===== src/rtl/prince_mlayer_pipe.sv =====
// ============================================================================
// prince_mlayer_pipe
//   Pipelined, multi-lane PRINCE linear layer with valid/ready flow control.
//   Sits in the round datapath between the S-box and key-add stages.
//     mode 0 : M    = SR(M'(x))     (forward rounds)
//     mode 1 : M^-1 = M'(SR^-1(x))  (inverse rounds)
//   One beat carries LANES independent 64-bit states; all lanes share the
//   beat's mode and tag.
//
// Parameters
//   LANES   number of 64-bit states per beat (1..8)
//   STAGES  register stages, 1 or 2 (anything else stops elaboration)
//   TAG_W   width of the opaque sideband tag (>=1)
//
// Ports
//   clk        rising-edge clock
//   rst_n      asynchronous active-low reset
//   in_valid   input beat valid
//   in_ready   block accepts a beat this cycle (combinational from out_ready)
//   in_mode    0 = M, 1 = M^-1, for every lane of the beat
//   in_data    lane l = in_data[64l+63:64l]
//   in_tag     sideband returned unchanged with the result
//   out_valid  result beat valid
//   out_ready  downstream accepts the result
//   out_data   transformed lanes, same lane mapping as in_data
//   out_tag    tag of the beat currently on out_data
//   beat_cnt   (only with PRINCE_MLAYER_STATS_EN) saturating count of
//              output handshakes
//
// Build option
//   PRINCE_MLAYER_STATS_EN : adds the beat_cnt port and its counter. The
//   datapath is identical with or without it.
//
// Bit numbering: nibble n of a lane is bits [63-4n -: 4], nibble 0 is the
// most significant one. Chunk c is bits [63-16c -: 16] (nibbles 4c..4c+3).
// ============================================================================
module prince_mlayer_pipe #(
    parameter int LANES  = 1,
    parameter int STAGES = 1,
    parameter int TAG_W  = 4
) (
    input  logic                  clk,
    input  logic                  rst_n,
    input  logic                  in_valid,
    output logic                  in_ready,
    input  logic                  in_mode,
    input  logic [64*LANES-1:0]   in_data,
    input  logic [TAG_W-1:0]      in_tag,
    output logic                  out_valid,
    input  logic                  out_ready,
    output logic [64*LANES-1:0]   out_data,
    output logic [TAG_W-1:0]      out_tag
`ifdef PRINCE_MLAYER_STATS_EN
    ,
    output logic [31:0]           beat_cnt
`endif
);

    // ShiftRows source-nibble tables, one nibble per entry, entry 0 in the
    // top nibble: SR picks out_nib[i] = in_nib[SR_TBL[i]], likewise SR^-1.
    localparam logic [63:0] SR_TBL  = 64'h05AF_49E3_8D27_C16B;
    localparam logic [63:0] SRI_TBL = 64'h0DA7_41EB_852F_C963;

    // Diagonal mask: all bits set except bit i (bit 0 = nibble MSB).
    function automatic logic [3:0] f_mask(input int i);
        return ~(4'b1000 >> i);
    endfunction

    // M' is block diagonal over the four 16-bit chunks. The outer chunks use
    // M^0 (rotation offset 0), the inner two use M^1 (offset 1). M' is its
    // own inverse, so both directions share it.
    function automatic logic [63:0] f_mp(input logic [63:0] x);
        logic [63:0] y;
        logic [3:0]  acc;
        int          s;
        y = '0;
        for (int c = 0; c < 4; c++) begin
            s = (c == 1 || c == 2) ? 1 : 0;
            for (int r = 0; r < 4; r++) begin
                acc = 4'h0;
                for (int j = 0; j < 4; j++) begin
                    acc ^= x[63 - 16*c - 4*j -: 4] & f_mask((r + j + s) % 4);
                end
                y[63 - 16*c - 4*r -: 4] = acc;
            end
        end
        return y;
    endfunction

    // Nibble permutation driven by one of the tables above.
    function automatic logic [63:0] f_perm(input logic [63:0] x,
                                           input logic [63:0] tbl);
        logic [63:0] y;
        int          src;
        y = '0;
        for (int i = 0; i < 16; i++) begin
            src = {28'd0, tbl[63 - 4*i -: 4]};
            y[63 - 4*i -: 4] = x[63 - 4*src -: 4];
        end
        return y;
    endfunction

    // ------------------------------------------------------------------
    // Per-lane datapath. Each lane has a "first" operation applied to the
    // incoming beat and a "second" operation applied to w_y. With one
    // stage w_y is the first result of the same beat (whole function in
    // one cycle); with two stages w_y is the stage-1 register.
    // ------------------------------------------------------------------
    logic [LANES-1:0][63:0] w_in;
    logic [LANES-1:0][63:0] w_first;
    logic [LANES-1:0][63:0] w_y;
    logic [LANES-1:0][63:0] w_second;
    logic                   w_ymode;

    assign w_in = in_data;

    for (genvar l = 0; l < LANES; l++) begin : g_lane
        // mode 0 starts with M', mode 1 starts with SR^-1
        assign w_first[l]  = in_mode ? f_perm(w_in[l], SRI_TBL) : f_mp(w_in[l]);
        // mode 0 finishes with SR, mode 1 finishes with M'
        assign w_second[l] = w_ymode ? f_mp(w_y[l]) : f_perm(w_y[l], SR_TBL);
    end

    // ------------------------------------------------------------------
    // Parameter guards
    // ------------------------------------------------------------------
    if (LANES < 1 || LANES > 8) begin : g_bad_lanes
        $error("prince_mlayer_pipe: LANES must be in 1..8");
    end
    if (TAG_W < 1) begin : g_bad_tag
        $error("prince_mlayer_pipe: TAG_W must be >= 1");
    end

    // ------------------------------------------------------------------
    // Pipeline registers and handshake
    // ------------------------------------------------------------------
    if (STAGES == 1) begin : g_s1
        logic                   r_v;
        logic [LANES-1:0][63:0] r_d;
        logic [TAG_W-1:0]       r_t;

        assign w_y      = w_first;
        assign w_ymode  = in_mode;
        // Output register is free when empty or being drained this cycle.
        assign in_ready = !r_v | out_ready;

        always_ff @(posedge clk or negedge rst_n) begin
            if (!rst_n) begin
                r_v <= 1'b0;
                r_d <= '0;
                r_t <= '0;
            end else if (in_ready) begin
                r_v <= in_valid;
                if (in_valid) begin
                    r_d <= w_second;
                    r_t <= in_tag;
                end
            end
        end

        assign out_valid = r_v;
        assign out_data  = r_d;
        assign out_tag   = r_t;
    end else if (STAGES == 2) begin : g_s2
        logic                   r_v1;
        logic                   r_m1;
        logic [LANES-1:0][63:0] r_d1;
        logic [TAG_W-1:0]       r_t1;
        logic                   r_v2;
        logic [LANES-1:0][63:0] r_d2;
        logic [TAG_W-1:0]       r_t2;
        logic                   w_ld2;
        logic                   w_adv1;

        // Stage 2 can take new content when empty or draining downstream.
        assign w_ld2    = !r_v2 | out_ready;
        // Stage 1 content moves on whenever stage 2 can take it.
        assign w_adv1   = r_v1 & w_ld2;
        assign in_ready = !r_v1 | w_adv1;

        assign w_y      = r_d1;
        assign w_ymode  = r_m1;

        always_ff @(posedge clk or negedge rst_n) begin
            if (!rst_n) begin
                r_v1 <= 1'b0;
                r_m1 <= 1'b0;
                r_d1 <= '0;
                r_t1 <= '0;
            end else if (in_ready) begin
                r_v1 <= in_valid;
                if (in_valid) begin
                    r_m1 <= in_mode;
                    r_d1 <= w_first;
                    r_t1 <= in_tag;
                end
            end
        end

        always_ff @(posedge clk or negedge rst_n) begin
            if (!rst_n) begin
                r_v2 <= 1'b0;
                r_d2 <= '0;
                r_t2 <= '0;
            end else if (w_ld2) begin
                r_v2 <= r_v1;
                if (r_v1) begin
                    r_d2 <= w_second;
                    r_t2 <= r_t1;
                end
            end
        end

        assign out_valid = r_v2;
        assign out_data  = r_d2;
        assign out_tag   = r_t2;
    end else begin : g_bad_stages
        $error("prince_mlayer_pipe: STAGES must be 1 or 2");
    end

`ifdef PRINCE_MLAYER_STATS_EN
    // ------------------------------------------------------------------
    // Delivered-beat counter, sticks at all-ones.
    // ------------------------------------------------------------------
    logic [31:0] r_beat_cnt;

    always_ff @(posedge clk or negedge rst_n) begin
        if (!rst_n) begin
            r_beat_cnt <= 32'd0;
        end else if (out_valid && out_ready && (r_beat_cnt != 32'hFFFF_FFFF)) begin
            r_beat_cnt <= r_beat_cnt + 32'd1;
        end
    end

    assign beat_cnt = r_beat_cnt;
`endif

endmodule


===== config.mk =====
export PLATFORM = sky130hd
export DESIGN_NAME = prince_mlayer_pipe
export DESIGN_NICKNAME = d
export VERILOG_FILES = /design/src/rtl/prince_mlayer_pipe.sv
export SDC_FILE = /design/constraint.sdc
export NUM_CORES = 1
export LEC_CHECK = 0
export BUFFER_PORTS_ARGS = -buffer_cell sky130_fd_sc_hd__buf_4
export CORE_ASPECT_RATIO = 0.9
export CORE_MARGIN = 4
export CORE_UTILIZATION = 50
export DETAILED_ROUTE_END_ITERATION = 16
export HOLD_SLACK_MARGIN = 0.02
export PLACE_DENSITY_LB_ADDON = 0.15
export SLEW_MARGIN = 20
export SYNTH_ARGS = -nofsm -noshare
export SYNTH_HDL_FRONTEND = slang
export SYNTH_SLANG_ARGS = --single-unit

===== constraint.sdc =====
create_clock -name clk -period 2.8 [get_ports clk]
set_input_delay 0.56 -clock clk [delete_from_list [all_inputs] [get_ports clk]]
set_output_delay 0.56 -clock clk [all_outputs]
set_load 0.05 [all_outputs]

==> results of run 1 <==
per-layer routing:
metal	up-vias	GRT usage, %
met2	91	30.9
met5	-	0
met4	0	4.25
li1	1791	-
met1	1665	24.6
met3	9	5.41
power by group through the flow:
| stage | Combinational, mW | Clock (mW) | Sequential, mW |
|---|---|---|---|
| 5_1_grt | 2.04 | 0.852 | 1.34 |
| 2_1_floorplan | 0.715 | 0 | 2.01 |
| 3_3_place_gp | 1.92 | 0 | 1.32 |
| 3_5_place_dp | 1.94 | 0 | 1.33 |
| 6_report | 1.92 | 0.778 | 1.31 |
| 4_1_cts | 1.94 | 0.809 | 1.32 |
path summary, 6_finish.rpt:
check | startpoint | to | depth (start not counted)
worst max-delay path | out_valid$_DFFE_PN0N_ | in_ready | 2
worst min-delay path | rst_n | out_data[21]$_DFFE_PN0P_ | 1
worst max register to register | out_valid$_DFFE_PN0N_ | out_data[6]$_DFFE_PN0P_ | 5
worst min register to register | out_data[16]$_DFFE_PN0P_ | out_data[16]$_DFFE_PN0P_ | 2
max in group asynchronous | rst_n | out_data[23]$_DFFE_PN0P_ | 1
min in group clk | in_valid | out_valid$_DFFE_PN0N_ | 2
area by class of cell:
class | count | area share (%)
clock buffers | 12 | 2.41
multi-input cells | 375 | 47.0
repair buffers | 147 | 18.7
well taps | 126 | 2.62
flip-flops and latches | 69 | 28.6
clock inverters | 2 | 0.581
worst register-to-register path, cell delays in order, from the launching register on:
cell                       delay [ns]
sky130_fd_sc_hd__dfrtp_1         0.40
sky130_fd_sc_hd__nand2b_4        0.08
sky130_fd_sc_hd__nand2_4         0.37
sky130_fd_sc_hd__buf_4           0.38
sky130_fd_sc_hd__nand2_1         0.09
sky130_fd_sc_hd__o21ai_1         0.08
cells by family (layout without fill, tap and decap cells):
group / count (synthesis) / after routing / share of synthesized area (%)
buf+inv: 75 / 161 / 9.37
flops: 69 / 69 / 34.3
xor+xnor: 176 / 176 / 30.8
compound gates: 64 / 64 / 6.51
simple gates: 67 / 67 / 5.40
mux: 68 / 68 / 13.6
synthesized netlist by cell type:
cell	n
sky130_fd_sc_hd__o21ai_2	2
sky130_fd_sc_hd__clkbuf_1	5
sky130_fd_sc_hd__nand2_4	1
sky130_fd_sc_hd__buf_4	2
sky130_fd_sc_hd__mux2i_1	64
sky130_fd_sc_hd__clkbuf_2	27
sky130_fd_sc_hd__xnor2_1	175
sky130_fd_sc_hd__buf_2	31
sky130_fd_sc_hd__nand2b_1	1
sky130_fd_sc_hd__o21ai_1	58
sky130_fd_sc_hd__dfrtp_1	69
sky130_fd_sc_hd__nand2b_4	1
sky130_fd_sc_hd__buf_12	4
sky130_fd_sc_hd__xnor2_2	1
sky130_fd_sc_hd__o21ai_0	4
sky130_fd_sc_hd__nand2_1	64
sky130_fd_sc_hd__mux2_2	4
sky130_fd_sc_hd__buf_6	6
state kept, by name, indices dropped and copies added (netlist names):
name,cells
out_tag,4
out_valid,1
out_data,64
cell usage in the layout, fill, tap and decap left out, drive strengths merged:
cell type  netlist  routed
mux2             4       4
nand2b           2       2
clkbuf          32      12
mux2i           64      64
nand2           65      65
dfrtp           69      69
clkinv           0       1
buf             43     147
xnor2          176     176
o21ai           64      64
bufinv           0       1
==> run summary, run 1 <==
In this design, the stage delay of the slowest critical-path cell is 0.42 ns. The run gives 1.33 ns as the register-to-register setup slack. Of all nets on the critical path, the largest fanout is 3. Hold timing on the final database bottoms out at a slack of 0.323 ns. The ratio of routed vias to standard cells came out at 4.86. In this run, post-CTS hold repair placed 0 buffers. Summed over all nets, the switching power comes to 1.70 mW. The maximum number of pins on one net before global-route repair is 70. At the end of routability-driven placement, the weighted congestion stood at 0.828. The amount of wire on met2 after detailed routing was 5.10 mm.

The number of buffer and inverter stages on the critical path is 1, and the global-route congestion overflow total is 0. Mean instance size in the synthesized netlist: 9.70 um^2. The footprint of the multi-input gates was 0.00283 mm^2. The type of the worst min-delay path is in -> async.

The root buffer cell chosen for the clock tree is sky130_fd_sc_hd__clkbuf_8. The tools report the logic gate share of total power as 47.9%. For the headroom to the max-slew limit, the log shows 41.2%. The top cell type by total area after synthesis was sky130_fd_sc_hd__dfrtp_1.

Ranked by total cell area, the synthesized netlist is headed by sky130_fd_sc_hd__dfrtp_1, sky130_fd_sc_hd__xnor2_1, sky130_fd_sc_hd__mux2i_1. Global routing used 18.7% of the available tracks. The first global-routing pass estimated 17.7 mm of wire.

The number of global-route vias before repair is 3649. The clock-pin slew of the registers on the worst-case setup and hold paths is 0.07 ns. The logs give 0 for the number of post-CTS setup repair buffers and 4 for the first-pass iteration count of the detailed router. The setup slack after layout was 1.19 ns; the effective utilization at floorplan was 51.7%. During I/O placement, the number of pins put on the boundary was 143. The switching share of total power is 42.5%, and the number of warnings reported in the yosys synthesis log is 0.

The logs give 2.24 ns for the required time at the endpoint of the critical path and 0 for the number of nets with antenna violations after routing. Counting every sink on the clock net gives 69. The number of register bits inferred by synthesis is 69, and the wire length on met1 is 5.05 mm. STA classifies the critical path endpoint as an output port. The clock reaches the later pin of the worst-skew pair after 0.33 ns. The full die area was 0.0117 mm^2. The worst path arrival time was 1.05 ns. Row generation in the floorplan step produced 34 rows. The count of port buffers added during placement is 142. Static timing analysis puts the maximum clock frequency at 621 MHz. The floorplan step set the die width to 114 um. The number of antenna violations at the first check in global routing was 0; the total standard cell area after synthesis was 0.00503 mm^2. After filler insertion, the fill cell instance count of the layout stands at 840.

The run gives 0.391 mV as the worst ir drop on vdd. The signal on the critical path passes through nand2b_4 -> buf_4. The maximum clock path buffer count was 2. Static power due to leakage: 2.68 nW. Fraction of layout cells with a size suffix above 1: 27.8%. The routed layout has 3556 vias.

The clock network is responsible for 19.4% of the overall power. The worst setup path is of the reg -> out kind. Summing all non-filler instances in the final layout gives an area of 0.00603 mm^2.

The number of nets in the synthesized netlist is 592. The max capacitance violation total was 0. For the total design power, the log shows 4.01 mW. In the final timing run, aggregate negative setup slack is 0 ns. The fraction of the yosys area taken by sequential cells came out at 34.3%.

The count of cells in the finished layout, fillers not included, comes to 731. The number of hold violations in the final report is 0, and the placeable core region is 0.00974 mm^2. The layout-stage area growth over the synthesis result came out at 19.8%. The worst path in the final design needs a cycle of 1.61 ns, including I/O delays and setup.

For the number of diodes added for antenna fixing, the log shows 0. Once detailed placement completed, the half-perimeter wirelength came to 8.52 mm. The run finished with clean final reports.

Setup repair after global routing left no endpoint under its margin. The internal power of the cells totals 2.31 mW. The placement-stage cell area came out at 0.00585 mm^2. The final routed wirelength across all metal layers was 10.9 mm. Cell type group with the largest total delay on the critical path: flip-flops.

The logs give 3 for the maximum level of the CTS H-tree and 0.963 ns for the worst-case setup slack after placement. TritonCTS built the clock tree. For the final database, setup skew stands at 0.00616 ns.

The average detailed-routed wire length per instance was 15.0 um. Setup violations remaining at the end of the flow were counted as 0. The instance count of the mapped netlist came out at 519. The worst setup path is launched from a flip-flop. In this run the top signal layer used is met4. Counting tap cells, the placed design contains a total of 717 instances.

DRC violation total after the first TritonRoute iteration: 115. The tools report the count of final max-slew check failures as 0. Counting distinct cell types in the post-synthesis netlist gives 18. Dividing the final minimum period by the clock period gives 57.6%. For the post-route core utilization, the log shows 61.9%. In this run, post-CTS repair resized a total of 0 instances. For the amount of wire on met3 after detailed routing, the log shows 699 um. The tools report the number of buffers added by the clock tree synthesis step as 9. In this run the vertical extent of the chip is 103 um. For this run, design rule violations remaining after detail routing come to 0.

The share of the synthesized area in the top cell type came out at 34.3%. The largest individual stage delay along the critical path comes from the cell sky130_fd_sc_hd__dfrtp_1. At the pin with the least slew margin, the transition time is 0.881 ns. The sequential cells in the finished layout cover a total of 0.00173 mm^2. For the final net count, the log shows 675. In this run, flip-flops and latches consume 32.7% of the power.

Dividing total power by cell area gives a power density of 666 mW/mm^2.
Power figures use the tool's default switching activity.
==> run 2: changes to the inputs <==
--- a/config.mk
+++ b/config.mk
@@ -8,7 +8,7 @@
 export BUFFER_PORTS_ARGS = -buffer_cell sky130_fd_sc_hd__buf_4
 export CORE_ASPECT_RATIO = 0.9
 export CORE_MARGIN = 4
-export CORE_UTILIZATION = 50
+export CORE_UTILIZATION = 48
 export DETAILED_ROUTE_END_ITERATION = 16
 export HOLD_SLACK_MARGIN = 0.02
 export PLACE_DENSITY_LB_ADDON = 0.15
==> constraint.sdc (replaced) <==
create_clock -name clk -period 1.4 [get_ports clk]
set_input_delay 0.28 -clock clk [delete_from_list [all_inputs] [get_ports clk]]
set_output_delay 0.28 -clock clk [all_outputs]
set_load 0.05 [all_outputs]
==> run summary, run 2 (synthesis results as in run 1) <==
Worst path arrival time: 1.04 ns (was 1.05 ns). The DRC violation total after the first TritonRoute iteration is 117 (was 115). Cell with the biggest individual delay on the critical path: sky130_fd_sc_hd__dfrtp_2 (was sky130_fd_sc_hd__dfrtp_1). The die width is 116 um (was 114 um). The tools report the post-route standard cell area excluding fillers as 0.00618 mm^2 (was 0.00603 mm^2). The type of the setup path with the least slack is reg -> out (unchanged). Number of diodes added for antenna fixing: 0 (unchanged). The nature of the critical path endpoint was an output port (unchanged). The die height was 105 um (was 103 um). Number of endpoints failing setup at the final stage: 0 (unchanged). The tools report the cell at the root of the clock tree as sky130_fd_sc_hd__clkbuf_16 (was sky130_fd_sc_hd__clkbuf_8).

The static power due to leakage came out at 2.75 nW (was 2.68 nW). Remaining design rule violation count: 0 (unchanged). The count of cell instances traversed by the critical path was 2 (unchanged); the pin slew with the least headroom to its limit was 0.372 ns (was 0.881 ns). The final routed wirelength across all metal layers was 11.0 mm (was 10.9 mm).

The ratio of routed vias to standard cells is 4.83 (was 4.86), and the maximum level of the CTS H-tree is 3 (unchanged). Placement-stage cell area: 0.00590 mm^2 (was 0.00585 mm^2). For the total via count after detailed routing, the log shows 3555 (was 3556). The largest clock skew in the final design was 0.00641 ns (was 0.00616 ns). The fraction of met1 tracks used by global routing was 24.2% (was 24.6%). The tools report the highest achievable clock rate as 755 MHz. Worst flop-to-flop path startpoint: out_valid$_DFFE_PN0N_ (unchanged). The footprint of the multi-input gates is 0.00284 mm^2 (was 0.00283 mm^2). The effective utilization at floorplan came out at 49.1% (was 51.7%). Worst ir drop on vdd: 0.974 mV (was 0.391 mV).

The count of final max-slew check failures is 0 (unchanged), and the number of placed I/O pins is 143 (unchanged). TritonCTS built the clock tree. Cell type group with the largest total delay on the critical path: flip-flops (unchanged). Count of cells resized by post-cts repair: 0 (unchanged). Startpoint of the worst setup timing path: out_valid$_DFFE_PN0N_ (unchanged).

Type of the worst min-delay path: in -> reg (was in -> async). The first-pass GRT wire length is 18.5 mm (was 17.7 mm). The clock-pin slew of the registers on the worst-case setup and hold paths is 0.05 ns (was 0.07 ns), and the number of buffers added by the clock tree synthesis step is 9 (unchanged). The global-route congestion overflow total was 0 (unchanged).

The startpoint identified for the worst hold timing path is in_tag[1]. The first-pass iteration count of the detailed router is 4 (unchanged), and the estimated wirelength of the detail-placed design is 8.35 mm (was 8.52 mm). The fraction of layout cells with a size suffix above 1 was 28.2% (was 27.8%). The number of post-CTS setup repair buffers is 0 (unchanged). The max capacitance violation total was 0 (unchanged). The minimum period implied by the final worst setup slack was 1.32 ns; the total design power was 8.56 mW (was 4.01 mW). The global placement routability congestion was 0.825 (was 0.828). Register cell area after layout: 0.00173 mm^2 (about the same). The headroom to the max-slew limit was 75.2% (was 41.2%); the length in cells of the worst reg-to-reg path was 5 (unchanged).

The placeable core region is 0.0102 mm^2 (was 0.00974 mm^2). The count of port buffers added during placement was 142 (unchanged). For the number of global-route vias before repair, the log shows 3786 (was 3649).

The required time at the endpoint of the critical path is 1.12 ns (was 2.24 ns). The biggest cell delay along the critical path came out at 0.42 ns (about the same). The clock sink count was 69 (unchanged).

The run gives 0 (unchanged) as the number of nets with antenna violations after routing. The tools report the clock insertion delay at the later pin of the skew report as 0.33 ns (about the same). The tools report the maximum number of pins on one net before global-route repair as 70 (unchanged).

The tools report the total routing usage reported by global routing as 18.8% (was 18.7%). The largest fanout on the critical path works out to 3 (unchanged). Average detailed-routed wire length per instance: 14.9 um (was 15.0 um). The run finished with clean final reports.

The run gives 0 (unchanged) as the number of hold violations in the final report. Number of fill cells: 935 (was 840). The maximum clock path buffer count is 2 (unchanged), and the count of cells along the worst hold path is 2. The layer carrying the most global-route usage was met2 (unchanged).

Number of buffer and inverter stages on the critical path: 1 (unchanged). The final net count was 677 (was 675); the flip-flop count of the largest register, all copies and words added was 64 (unchanged). The most common cell after layout, fill and taps aside is sky130_fd_sc_hd__xnor2_1 (unchanged). The tools report the site row count as 35 (was 34). The met2 demand-to-capacity share in global routing was 30.5% (was 30.9%). Commonest cells after routing, fill and taps aside: sky130_fd_sc_hd__xnor2_1, sky130_fd_sc_hd__buf_4, sky130_fd_sc_hd__dfrtp_1 (unchanged). CP cell instances: nand2b_4 -> buf_4 (unchanged). The worst path uses 94.6% of the clock period.

The layout-stage area growth over the synthesis result was 22.8% (was 19.8%). The run gives 0 (unchanged) as the number of antenna violations at the first check in global routing. The type of element launching the critical path is a flip-flop (unchanged).

The tools report the worst hold slack after final layout as 0.181 ns (was 0.323 ns). The full die area was 0.0122 mm^2 (was 0.0117 mm^2); the number of hold buffers added after CTS was 1 (was 0). Setup repair after global routing left no endpoint under its margin.

The met3 usage in global routing is 5.39% (was 5.41%), and the power density relative to cell area is 1390 mW/mm^2 (was 666 mW/mm^2).
==> run 2: worst paths after layout <==
| check | slack [ns] | endpoint |
|---|---|---|
| setup / recovery | 0.08 | in_ready |
| max in group asynchronous | 0.57 | out_valid$_DFFE_PN0N_ |
| hold / removal | 0.18 | out_tag[1]$_DFFE_PN0P_ |
| hold reg to reg | 0.48 | out_data[54]$_DFFE_PN0P_ |
| setup reg to reg | 0.24 | out_data[5]$_DFFE_PN0P_ |
| min in group asynchronous | 0.52 | out_data[57]$_DFFE_PN0P_ |
==> run 2: through the flow <==
| step | TNS, ns | std cells | util (%) | worst slack, ns |
|---|---|---|---|---|
| floorplan | -0.170 | 519 | - | -0.0852 |
| global placement | 0 | 721 | 57.6 | 0.141 |
| detailed placement | 0 | 721 | 57.6 | 0.123 |
| CTS | 0 | 736 | 60.3 | 0.0557 |
| global route | 0 | 736 | 60.3 | 0.0263 |
| finish | 0 | 736 | 60.3 | 0.0753 |
==> run 2: final cells by class <==
cell class	count	share of cell area (%)
clock buffer	12	4.15
clock inverter	2	0.162
multi-input combinational	375	46.0
sequential	69	28.0
tap	129	2.61
timing repair buffer	149	19.1
==> run 2: routing by layer <==
layer  wire length (um)  part of all wire [%]
met1               4900                    45
met2               5260                    48
met3                685                   6.2
met4                144                   1.3
met5                  0                     0
==> run 2: power breakdown <==
part	internal, mW	switching, mW	leakage (nW)	total [mW]
Clock	1.27	0.816	0.134	2.09
Sequential	2.39	0.231	0.844	2.62
Combinational	1.40	2.46	1.77	3.86
Total	5.06	3.50	2.75	8.56
